`src/rtl/nn_pins_pkg.sv`:
```
// Shared constants for the neuron-network core pin interface: target ids,
// uio bit positions and the host streamer FSM states.
package nn_pins_pkg;

    localparam logic [2:0] TGT_W          = 3'd0;
    localparam logic [2:0] TGT_BETA_SHIFT = 3'd1;
    localparam logic [2:0] TGT_MINUS_TETA = 3'd2;
    localparam logic [2:0] TGT_BN_FACTOR  = 3'd3;
    localparam logic [2:0] TGT_BN_ADDEND  = 3'd4;
    localparam logic [2:0] TGT_INPUTS     = 3'd5;

    localparam int UIO_PARAM_LSB      = 0;
    localparam int UIO_W_CE           = 2;
    localparam int UIO_BETA_SHIFT_CE  = 3;
    localparam int UIO_MINUS_TETA_CE  = 4;
    localparam int UIO_BN_FACTOR_CE   = 5;
    localparam int UIO_BN_ADDEND_CE   = 6;
    localparam int UIO_INPUTS_CE      = 7;

    typedef enum logic [2:0] {
        ST_IDLE,
        ST_LEN_LO,
        ST_LEN_HI,
        ST_PAYLOAD,
        ST_DISCARD
    } state_e;

endpackage

```
`src/rtl/nn_dibit_serializer.sv`:
```
// Splits a loaded byte into PARAM_BITS-wide symbols, LSB symbol first, one per
// cycle onto a registered output with a matching strobe; hold freezes it all.
module nn_dibit_serializer
    import nn_pins_pkg::*;
#(
    parameter int PARAM_BITS = 2
) (
    input  logic                  clk,
    input  logic                  reset,
    input  logic                  load_i,
    input  logic [7:0]            data_i,
    input  logic                  hold_i,
    output logic [PARAM_BITS-1:0] dibit_o,
    output logic                  strobe_o,
    output logic                  empty_o,
    output logic                  last_o
);

    localparam int NDIB = 8 / PARAM_BITS;
    localparam int CW   = $clog2(NDIB);

    logic [7:0]            sh_q, sh_d;
    logic [CW-1:0]         rem_q, rem_d;
    logic [PARAM_BITS-1:0] dib_q, dib_d;
    logic                  stb_q, stb_d;

    // rem_q counts symbols still waiting in sh_q, not the one on the pins
    always_comb begin
        sh_d  = sh_q;
        rem_d = rem_q;
        dib_d = dib_q;
        stb_d = 1'b0;
        if (!hold_i) begin
            if (load_i) begin
                dib_d = data_i[PARAM_BITS-1:0];
                sh_d  = data_i >> PARAM_BITS;
                rem_d = CW'(NDIB - 1);
                stb_d = 1'b1;
            end else if (rem_q != '0) begin
                dib_d = sh_q[PARAM_BITS-1:0];
                sh_d  = sh_q >> PARAM_BITS;
                rem_d = rem_q - CW'(1);
                stb_d = 1'b1;
            end
        end
    end

    always_ff @(posedge clk) begin
        if (reset) begin
            sh_q  <= '0;
            rem_q <= '0;
            dib_q <= '0;
            stb_q <= 1'b0;
        end else begin
            sh_q  <= sh_d;
            rem_q <= rem_d;
            dib_q <= dib_d;
            stb_q <= stb_d;
        end
    end

    assign dibit_o  = dib_q;
    assign strobe_o = stb_q;
    assign empty_o  = (rem_q == '0);
    assign last_o   = (rem_q == '0) && stb_q;

endmodule

```
`src/rtl/nn_param_streamer.sv`:
```
// Host-side framer: decodes header/length from a byte stream and serialises the
// payload onto the core's ui/uio pins with the matching FIFO clock enable.
module nn_param_streamer
    import nn_pins_pkg::*;
#(
    parameter int PARAM_BITS = 2,
    parameter int LEN_BITS   = 16
) (
    input  logic       clk,
    input  logic       reset,
    input  logic [7:0] s_data,
    input  logic       s_valid,
    output logic       s_ready,
    input  logic       hold,
    output logic [7:0] pin_ui,
    output logic [7:0] pin_uio,
    output logic       busy,
    output logic       frame_done,
    output logic       bad_target
);

    localparam logic [LEN_BITS-1:0] CNT_ONE = LEN_BITS'(1);

    state_e                state_q, state_d;
    logic [2:0]            tgt_q, tgt_d;
    logic                  discard_q, discard_d;
    logic [LEN_BITS-1:0]   cnt_q, cnt_d;
    logic [7:0]            ui_q, ui_d;
    logic                  ui_stb_q, ui_stb_d;
    logic                  done_q, done_d;
    logic                  bad_q, bad_d;

    logic                  ser_load;
    logic [PARAM_BITS-1:0] ser_dibit;
    logic                  ser_strobe, ser_empty, ser_last;
    logic                  accept, is_inputs;
    logic [5:0]            ce_vec;

    nn_dibit_serializer #(.PARAM_BITS(PARAM_BITS)) u_ser (
        .clk     (clk),
        .reset   (reset),
        .load_i  (ser_load),
        .data_i  (s_data),
        .hold_i  (hold),
        .dibit_o (ser_dibit),
        .strobe_o(ser_strobe),
        .empty_o (ser_empty),
        .last_o  (ser_last)
    );

    assign is_inputs = (tgt_q == TGT_INPUTS);
    assign accept    = s_valid && s_ready;

    // Payload bytes stop being accepted once the count hits zero, so the next
    // header waits for IDLE even while the last byte is still on the pins.
    always_comb begin
        s_ready = 1'b0;
        case (state_q)
            ST_IDLE, ST_LEN_LO, ST_LEN_HI, ST_DISCARD: s_ready = 1'b1;
            ST_PAYLOAD: s_ready = !hold && (cnt_q != '0) && (is_inputs || ser_empty);
            default:    s_ready = 1'b0;
        endcase
        if (reset) s_ready = 1'b0;
    end

    always_comb begin
        state_d   = state_q;
        tgt_d     = tgt_q;
        discard_d = discard_q;
        cnt_d     = cnt_q;
        ui_d      = ui_q;
        ui_stb_d  = 1'b0;
        done_d    = 1'b0;
        bad_d     = 1'b0;
        ser_load  = 1'b0;
        case (state_q)
            ST_IDLE: begin
                if (accept) begin
                    tgt_d     = s_data[7:5];
                    discard_d = (s_data[7:5] > TGT_INPUTS);
                    bad_d     = discard_d;
                    state_d   = ST_LEN_LO;
                end
            end
            ST_LEN_LO: begin
                if (accept) begin
                    cnt_d   = LEN_BITS'(s_data);
                    state_d = ST_LEN_HI;
                end
            end
            ST_LEN_HI: begin
                if (accept) begin
                    cnt_d = LEN_BITS'({s_data, cnt_q[7:0]});
                    if (cnt_d == '0) begin
                        done_d  = !discard_q;
                        state_d = ST_IDLE;
                    end else begin
                        state_d = discard_q ? ST_DISCARD : ST_PAYLOAD;
                    end
                end
            end
            ST_PAYLOAD: begin
                if (accept) begin
                    cnt_d = cnt_q - CNT_ONE;
                    if (is_inputs) begin
                        ui_d     = s_data;
                        ui_stb_d = 1'b1;
                    end else begin
                        ser_load = 1'b1;
                    end
                end
                // Final strobe is on the pins now; done lands with IDLE next cycle
                if (cnt_q == '0 && (is_inputs ? ui_stb_q : ser_last)) begin
                    done_d  = 1'b1;
                    state_d = ST_IDLE;
                end
            end
            ST_DISCARD: begin
                if (accept) begin
                    cnt_d = cnt_q - CNT_ONE;
                    if (cnt_q == CNT_ONE) state_d = ST_IDLE;
                end
            end
            default: state_d = ST_IDLE;
        endcase
    end

    always_ff @(posedge clk) begin
        if (reset) begin
            state_q   <= ST_IDLE;
            tgt_q     <= '0;
            discard_q <= 1'b0;
            cnt_q     <= '0;
            ui_q      <= '0;
            ui_stb_q  <= 1'b0;
            done_q    <= 1'b0;
            bad_q     <= 1'b0;
        end else begin
            state_q   <= state_d;
            tgt_q     <= tgt_d;
            discard_q <= discard_d;
            cnt_q     <= cnt_d;
            ui_q      <= ui_d;
            ui_stb_q  <= ui_stb_d;
            done_q    <= done_d;
            bad_q     <= bad_d;
        end
    end

    always_comb begin
        ce_vec = '0;
        if (ser_strobe && tgt_q < TGT_INPUTS) ce_vec = 6'd1 << tgt_q;
        ce_vec[UIO_INPUTS_CE-UIO_W_CE] = ui_stb_q;
        pin_uio = '0;
        pin_uio[UIO_PARAM_LSB +: PARAM_BITS] = ser_dibit;
        pin_uio[UIO_INPUTS_CE:UIO_W_CE] = ce_vec;
    end

    assign pin_ui     = ui_q;
    assign busy       = (state_q != ST_IDLE) && !reset;
    assign frame_done = done_q;
    assign bad_target = bad_q;

endmodule

```
`config.mk`:
```
export PLATFORM = sky130hd
export DESIGN_NAME = nn_param_streamer
export DESIGN_NICKNAME = d
export VERILOG_FILES = /design/src/rtl/nn_pins_pkg.sv /design/src/rtl/nn_dibit_serializer.sv /design/src/rtl/nn_param_streamer.sv
export SDC_FILE = /design/constraint.sdc
export NUM_CORES = 1
export LEC_CHECK = 0
export ABC_AREA = 1
export CORE_MARGIN = 5
export CORE_UTILIZATION = 59
export CTS_BUF_LIST = sky130_fd_sc_hd__clkbuf_8
export DETAILED_ROUTE_END_ITERATION = 6
export GPL_TIMING_DRIVEN = 0
export MAX_ROUTING_LAYER = met4
export PLACE_DENSITY = 0.87
export SKIP_LAST_GASP = 1
export SLEW_MARGIN = 20
export SYNTH_ARGS = -nofsm -noshare
export SYNTH_HDL_FRONTEND = slang
export SYNTH_SLANG_ARGS = --single-unit
```
`constraint.sdc`:
```
create_clock -name clk -period 2.61 [get_ports clk]
set_input_delay 0.261 -clock clk [delete_from_list [all_inputs] [get_ports clk]]
set_output_delay 0.261 -clock clk [all_outputs]
set_load 0.01 [all_outputs]
```
==> reports/results.tsv, run 1 <==
metric	value	unit
status	completed	
grt_pass1_vias	2567	
path_cells	inv_1, ha_1, nand2_1, nor2_1, nand2_2, nand2_2, a21oi_1, clkdlybuf4s50_1	
clk_latency	0.30	ns
syn_to_final_growth	18.6	%
synth.most_common_cell	nor2_1	
fillers	363	
syn_inst	376	
crit_buf_inv	2	
peakVddDrop	0.747	mV
ys_top_cells_by_count	nor2_1, nand2_1, dfxtp_1	
worst_pin_slew	0.580	ns
stdcell_area	3100	µm²
skew	0.00640	ns
finalCriticalPeriod	2.23	ns
clockBufferDepth	2	
whs	0.496	ns
hold_viol_final	0	
track_usage	0.250	
n_antenna_cell	0	
ctsResizeCount	0	
ys_seq_elements	45	
routed_wl	6.89	mm
gp_congestion	0.944	
hold_buffers	0	
grt_max_degree	15	
cts_tree	done	
critPathSlowestCell	clkdlybuf4s50_1	
arrival	1.97	ns
hold_class	register to register	
ys.flop_type	dfxtp_1	
synth.avg_cell_area	6.96	µm²
clk_pin_slew_worst_paths	0.09	ns
p_seq_frac	0.304	
ff_latch_area	901	µm²
post-cts-setup-buffers	0	
die_w	76.6	µm
setup.worst_path.start_class	register	
slew_headroom	0.613	
dp.cells	459	
seq_area_frac_synth	0.344	
post-route-period-util	0.854	
io_buffer_count	31	
dp_hpwl	4.90	mm
final_layout_size_suffix_gt1_frac	0.111	
start_util	0.605	
die-area	5870	µm²
rows	24	
crit_top_cell	nand2_2	
nets	430	
end_kind	output pin	
clkPwrFrac	0.175	
leakagePower	1.36	nW
power.switching	1.35	mW
max_stage_delay	0.55	ns
setup_violations	0	
die_y	76.6	µm
powerDensity	984	nW/µm²
numCtsBuffers	5	
synth.top_cell.area_share	0.344	
overflow	0	
crit_type	register to output pin	
clockRootBuffer	clkbuf_8	
drtAntennaViolNets	0	
post_drt_wl_per_cell	14.8	µm
antenna_found_initial	0	
synthesis.nets	392	
ios	32	
place_area	2990	µm²
switching_share	0.443	
yosysTopAreaCell	dfxtp_1	
grt_pass1_wl	11.9	mm
instances_no_fill	467	
cts_max_level	2	
totalNegativeSetupSlack	0	ns
ys_async_sr_fraction	0	
ys.warnings.count	0	
cp_top_family	buffers and inverters	
synth.distinct_cells	39	
syn_area	2620	µm²
ys_top_cells_by_area	dfxtp_1, nor2_1, nand2_1, o21ai_0, inv_1	
viasPerCell	5.74	
pwr-share-comb	0.521	
first_pass_iters	5	
finalMaxSlewViolations	0	
drtIter0Drc	270	
internal_power	1.70	mW
drc_errors	0	
fmax	449	MHz
cap_violations	0	
synth_edf_count	0	
cp_data_required_time	2.35	ns
rsz0062_at_grt	false	
vias	2680	
path_max_fanout	5	
core_area	4320	µm²
cts_sinks	45	
multi_input_area	1480	µm²
## final timing paths
kind / slack, ns / cells past startpoint / endpoint / from
min: 0.50 / 2 / u_ser.sh_q[5] / u_ser.sh_q[5]
min reg2reg: 0.50 / 2 / u_ser.sh_q[5] / u_ser.sh_q[5]
max: 0.38 / 8 / s_ready / cnt_q[0]
max reg2reg: 0.67 / 12 / cnt_q[0] / cnt_q[0]
## per-stage QoR
| step | util | power (mW) | setup slack [ns] |
|---|---|---|---|
| floorplan | - | 2.16 | 0.992 |
| global placement | 0.692 | 2.43 | 0.548 |
| detailed placement | 0.692 | 2.49 | 0.497 |
| CTS | 0.718 | 3.04 | 0.373 |
| global route | 0.718 | 3.32 | 0.286 |
| finish | 0.718 | 3.06 | 0.381 |
## power by group through the flow
stage | clock [mW] | combinational [mW] | sequential (mW)
final | 0.536 | 1.59 | 0.928
after global routing | 0.577 | 1.79 | 0.948
after CTS | 0.540 | 1.57 | 0.925
after detailed placement | 0 | 1.55 | 0.940
after global placement | 0 | 1.50 | 0.935
after floorplan | 0 | 1.24 | 0.919
## per-layer routing
layer / wire length (µm) / track usage
met1: 3030 / 0.325
met2: 3200 / 0.385
met3: 521 / 0.0532
met4: 140 / 0.0839
met5: 0 / -
## sequential cells by signal, summed over array words and instances, names as in the netlist, 2 cells and up
name           cells
pin_ui             8
tgt_q              3
u_ser.dibit_o      2
cnt_q             16
u_ser.sh_q         6
u_ser.rem_q        2
state_q            3
## layout by cell type (no fill, tap or decap), drive strengths merged
cell / instances
ha: 4
nand3: 27
xor2: 4
nor2: 80
bufinv: 1
nor3: 8
o21bai: 6
o21a: 2
inv: 46
nand4: 4
or2: 2
nand2: 55
clkinv: 3
clkdlybuf4s50: 31
a21oi: 31
buf: 4
xnor2: 2
o22ai: 9
o21ai: 32
nor3b: 1
o32ai: 3
nand3b: 4
clkbuf: 11
dfxtp: 45
## worst reg2reg max path: stages, from the launching register on
cell and delay, ns:
dfxtp_1 0.37, inv_1 0.11, ha_1 0.21, nand2_1 0.08
nor2_1 0.06, nand2_2 0.09, nand2_2 0.07, nand2_4 0.08
nand3_4 0.15, nor2_4 0.25, inv_4 0.09, o21ai_0 0.19
a21oi_1 0.06
## kinds of logic (layout without fill, tap and decap cells)
logic type      count (synthesis)  after routing  synth area share
simple gates                  181            181             0.343
xor+xnor                        6              6            0.0201
compound gates                 83             83             0.185
fa+ha+maj                       4              4            0.0191
buf+inv                        57             96            0.0889
flops                          45             45             0.344
## layout make-up
class,instances,area share
inverters,47,0.0576
flip-flops and latches,45,0.290
multi-input cells,274,0.478
well taps,52,0.0210
repair buffers,31,0.100
plain buffers,10,0.0173
clock buffers,5,0.0222
clock inverters,3,0.0137
Note: power is estimated with default switching activity, not from simulation.
==> run 2, diff against run 1 <==
--- a/config.mk
+++ b/config.mk
@@ -10,9 +10,10 @@
 export CORE_UTILIZATION = 59
 export CTS_BUF_LIST = sky130_fd_sc_hd__clkbuf_8
 export DETAILED_ROUTE_END_ITERATION = 6
+export DONT_BUFFER_PORTS = 1
 export GPL_TIMING_DRIVEN = 0
 export MAX_ROUTING_LAYER = met4
-export PLACE_DENSITY = 0.87
+export PLACE_DENSITY = 0.78
 export SKIP_LAST_GASP = 1
 export SLEW_MARGIN = 20
 export SYNTH_ARGS = -nofsm -noshare
==> reports/results.tsv, run 2 (same netlist as run 1, synthesis figures left out) <==
metric	value	unit	change
die-area	5870	µm²	unchanged
clockRootBuffer	clkbuf_8		
pwr-share-comb	0.516		-0.005
totalNegativeSetupSlack	0	ns	unchanged
post-cts-setup-buffers	0		unchanged
setup_violations	0		unchanged
viasPerCell	5.57		-3.0%
clk_pin_slew_worst_paths	0.09	ns	about the same
grt_pass1_vias	2223		-13%
whs	0.0862	ns	-0.409 ns
clk_latency	0.31	ns	about the same
start_util	0.605		unchanged
grt_max_degree	15		unchanged
hold_class	primary input to register		
crit_type	register to register		
rows	24		unchanged
p_seq_frac	0.323		+0.019
syn_to_final_growth	6.17	%	
cts_tree	done		
antenna_found_initial	0		unchanged
switching_share	0.453		+0.00918
arrival	2.08	ns	+0.11 ns
cts_sinks	45		unchanged
cp_data_required_time	2.81	ns	+0.46 ns
powerDensity	1040	nW/µm²	+5.3%
ctsResizeCount	0		unchanged
die_y	76.6	µm	unchanged
leakagePower	1.24	nW	-8.8%
status	completed		
first_pass_iters	4		-1
end_kind	register		
routed_wl	6.17	mm	-10%
finalMaxSlewViolations	0		unchanged
clkPwrFrac	0.161		-0.014
die_w	76.6	µm	unchanged
rsz0062_at_grt	false		
post-route-period-util	0.718		-0.136
cap_violations	0		unchanged
layout_commonest_cell	nor2_1		
finalCriticalPeriod	1.88	ns	-0.354 ns
stdcell_area	2780	µm²	-10%
cts_max_level	2		unchanged
io_buffer_count	0		-100%
layout_common_cells	nor2_1, nand2_1, dfxtp_1		
final_layout_size_suffix_gt1_frac	0.122		+0.0116
skew	0.0102	ns	+0.00383 ns
drtIter0Drc	240		-11%
gp_congestion	0.948		+0.40%
setup.worst_path.start_class	register		
power.switching	1.30	mW	-3.7%
fillers	390		+7.4%
finalWorstSetupSlack	0.735	ns	+0.354 ns
overflow	0		unchanged
slew_headroom	0.649		+0.0360
worst_pin_slew	0.526	ns	-0.0540 ns
drc_errors	0		unchanged
internal_power	1.58	mW	-7.2%
numCtsBuffers	5		unchanged
hold_buffers	0		unchanged
grt_pass1_wl	10.5	mm	-12%
fmax	533	MHz	+19%
pre_cts_slack	0.753	ns	+0.256 ns
largest_reg_flops	16		unchanged
hold_viol_final	0		unchanged
place_area	2680	µm²	-10%
vias	2427		-9.4%
top_register	cnt_q		
core_area	4320	µm²	unchanged
power	2.88	mW	-5.7%
ios	32		unchanged
post_drt_wl_per_cell	14.2	µm	-4.0%
path_max_fanout	9		+4
drtAntennaViolNets	0		unchanged
nets	399		-7.2%
clockBufferDepth	2		unchanged
track_usage	0.222		-0.0281
dp_hpwl	4.64	mm	-5.4%
peakVddDrop	0.642	mV	-14%
n_antenna_cell	0		unchanged
## run 2: cell types whose count changed in the layout (fill, tap and decap cells not counted)
cell,before,now
clkdlybuf4s50_1,31,0
inv_1,38,37
bufinv_16,1,0
clkinv_2,0,1
clkbuf_8,5,6
## run 2: area by class of cell
type | count | area, µm² | area share
multi-input combinational | 274 | 1480 | 0.534
sequential | 45 | 901 | 0.324
clock buffer | 6 | 82.6 | 0.0297
buffer | 10 | 53.8 | 0.0194
tap | 52 | 65.1 | 0.0234
clock inverter | 2 | 13.8 | 0.00495
inverter | 47 | 179 | 0.0644
## run 2: worst max-delay path: stages, from the launching register on
cell and delay [ns]:
dfxtp_1 0.36, inv_1 0.11, ha_1 0.21, nand2_1 0.06, nor2_1 0.05, nand2_2 0.09, nand2_2 0.07, nand2_4 0.08
nand3_4 0.15, a21oi_4 0.27, inv_2 0.13, nor2_1 0.12, nor2_1 0.05
## run 2: metal layers
layer	GRT usage	wire, µm
met1	0.300	2880
met2	0.324	2750
met3	0.0674	473
met4	0.0542	68
met5	-	0
## run 2: path summary, 6_finish.rpt
check | from | end | slack (ns) | cells past startpoint
worst min-delay path | reset | u_ser.rem_q[0] | 0.09 | 3
worst max-delay path | cnt_q[0] | cnt_q[11] | 0.73 | 12
worst min register to register | u_ser.sh_q[5] | u_ser.sh_q[5] | 0.49 | 2
worst max register to register | cnt_q[0] | cnt_q[11] | 0.73 | 12
## run 2: power by group through the flow
stage	registers (mW)	logic (mW)	clock network, mW
after global placement	0.944	1.44	0
after global routing	0.949	1.67	0.507
after floorplan	0.919	1.24	0
after detailed placement	0.945	1.46	0
after CTS	0.930	1.47	0.466
final	0.931	1.49	0.463
## run 2: metrics by stage
step                cells  utilization
floorplan             376            -
global placement      428        0.620
detailed placement    428        0.620
CTS                   436        0.643
global route          436        0.643
finish                436        0.643
==> run 3, diff against run 2 <==
==> constraint.sdc (replaced) <==
create_clock -name clk -period 1.9 [get_ports clk]
set_input_delay 0.19 -clock clk [delete_from_list [all_inputs] [get_ports clk]]
set_output_delay 0.19 -clock clk [all_outputs]
set_load 0.01 [all_outputs]
==> reports/results.tsv, run 3 (same netlist as run 1, synthesis figures left out) <==
metric	value	unit	change
status	completed		
numCtsBuffers	5		unchanged
rr_endpoint	cnt_q[8]		
io_buffer_count	0		unchanged
skew	0.00816	ns	-0.00207 ns
hold_class	primary input to register		
vias	2472		+1.9%
finish.utilization	0.653		+0.0104
power	4.04	mW	+40%
drtIter0Drc	212		-12%
finalMaxSlewViolations	0		unchanged
multi_input_area	1510	µm²	+1.5%
post-route-period-util	0.941		+0.222
layout_commonest_cell	nor2_1		
core_area	4320	µm²	unchanged
holdPathStages	3		unchanged
first_pass_iters	5		+1
pwr-share-comb	0.525		+0.009
syn_to_final_growth	7.89	%	
cap_violations	0		unchanged
cts_max_level	2		unchanged
gp_congestion	0.948		unchanged
grt_max_degree	15		unchanged
finalCriticalPeriod	1.79	ns	-0.0880 ns
layout_common_cells	nor2_1, nand2_1, dfxtp_1		
grt_pass1_vias	2223		unchanged
clk_latency	0.31	ns	about the same
ff_latch_area	906	µm²	+0.56%
largest_reg_flops	16		unchanged
peakVddDrop	0.886	mV	+38%
worst_pin_slew	0.529	ns	+0.00329 ns
hold_viol_final	0		unchanged
hold_start	reset		
cp_data_required_time	2.10	ns	-0.71 ns
rows	24		unchanged
clockBufferDepth	2		unchanged
finalWorstSetupSlack	0.113	ns	-0.622 ns
setup_violations	0		unchanged
ios	32		unchanged
leakagePower	1.25	nW	+0.75%
die_w	76.6	µm	unchanged
drc_errors	0		unchanged
fmax	560	MHz	+4.9%
fillers	373		-4.4%
cts_tree	done		
top_register	cnt_q		
n_antenna_cell	0		unchanged
crit_type	register to register		
antenna_found_initial	0		unchanged
powerDensity	1430	nW/µm²	+38%
whs_endpoint	u_ser.rem_q[0]		
grt_pass1_wl	10.5	mm	unchanged
cts_sinks	45		unchanged
p_seq_frac	0.319		-0.004
path_max_fanout	7		-2
whs	0.0166	ns	-0.0696 ns
reg2reg_from	cnt_q[1]		
routed_wl	6.28	mm	+1.7%
clk_pin_slew_worst_paths	0.09	ns	about the same
clkPwrFrac	0.157		-0.004
end_kind	register		
die_y	76.6	µm	unchanged
switching_share	0.454		+0.00108
post_drt_wl_per_cell	14.4	µm	+1.4%
start_util	0.605		unchanged
power.switching	1.83	mW	+41%
dp_hpwl	4.64	mm	unchanged
drtAntennaViolNets	0		unchanged
final_layout_size_suffix_gt1_frac	0.156		+0.0334
pre_cts_slack	0.0434	ns	-0.710 ns
overflow	0		unchanged
slew_headroom	0.647		-0.00219
viasPerCell	5.66		+1.6%
clockRootBuffer	clkbuf_8		
track_usage	0.222		unchanged
reg2reg_depth	12		unchanged
die-area	5870	µm²	unchanged
internal_power	2.21	mW	+40%
setup.worst_path.start_class	register		
reg2reg_slack	0.11	ns	-0.62 ns
arrival	1.99	ns	-0.09 ns
nets	400		+0.25%
-- run 3: cell types whose count changed in the layout (fill, tap and decap cells not counted), sizes merged --
cell,previous run,this run
buf,4,5
-- run 3: through the flow --
stage | setup TNS (ns) | instances | area (µm²)
floorplan | 0 | 376 | 2620
global placement | 0 | 428 | 2680
detailed placement | 0 | 428 | 2680
CTS | 0 | 436 | 2780
global route | -0.116 | 437 | 2820
finish | 0 | 437 | 2820
-- run 3: final cells by class --
| type | count | area share |
|---|---|---|
| multi-input combinational | 274 | 0.533 |
| sequential | 45 | 0.321 |
| inverter | 47 | 0.0651 |
| clock buffer | 6 | 0.0292 |
| tap | 52 | 0.0230 |
| buffer | 10 | 0.0195 |
| clock inverter | 2 | 0.00487 |
| timing repair buffer | 1 | 0.00399 |
-- run 3: worst max-delay path by stage --
| stage | start | slack [ns] | to | depth (start not counted) |
|---|---|---|---|---|
| global route | cnt_q[5] | -0.03 | cnt_q[9] | 11 |
| global placement | cnt_q[0] | 0.06 | cnt_q[11] | 12 |
| floorplan | cnt_q[0] | 0.28 | cnt_q[11] | 12 |
| detailed placement | cnt_q[0] | 0.04 | cnt_q[11] | 12 |
| finish | cnt_q[1] | 0.11 | cnt_q[8] | 12 |
| CTS | cnt_q[0] | 0.03 | cnt_q[11] | 12 |
-- run 3: critical path, cell delays in order (launching register included) --
cell and delay, ns:
dfxtp_2 0.33, inv_1 0.11, ha_2 0.20, nand2_2 0.06, nor2_2 0.14, nand2_2 0.08, nand2_2 0.10, nand2_4 0.07
nand3_4 0.18, a21oi_4 0.09, buf_6 0.14, o21ai_0 0.13, nor2_1 0.06
-- run 3: power by group through the flow --
stage / Clock [mW] / Combinational, mW / Sequential (mW)
floorplan: 0 / 1.70 / 1.26
global placement: 0 / 1.97 / 1.30
detailed placement: 0 / 2.01 / 1.30
CTS: 0.641 / 2.02 / 1.28
global route: 0.697 / 2.37 / 1.31
finish: 0.633 / 2.12 / 1.29
-- run 3: routing by layer --
| layer | GRT usage | up-vias | wire, µm |
|---|---|---|---|
| met5 | - | - | 0 |
| met4 | 0.0542 | 0 | 82 |
| met1 | 0.300 | 1117 | 2830 |
| met2 | 0.324 | 88 | 2780 |
| li1 | - | 1258 | - |
| met3 | 0.0674 | 9 | 582 |
-- run 3: what timing repair did --
item / 4_1_cts / 5_1_grt
hold buffers: 0 / 0
buffers inserted: 0 / 1
gates resized for setup: 0 / 19
hold endpoints to repair: 0 / 0
endpoints found under the setup margin: 0 / 41
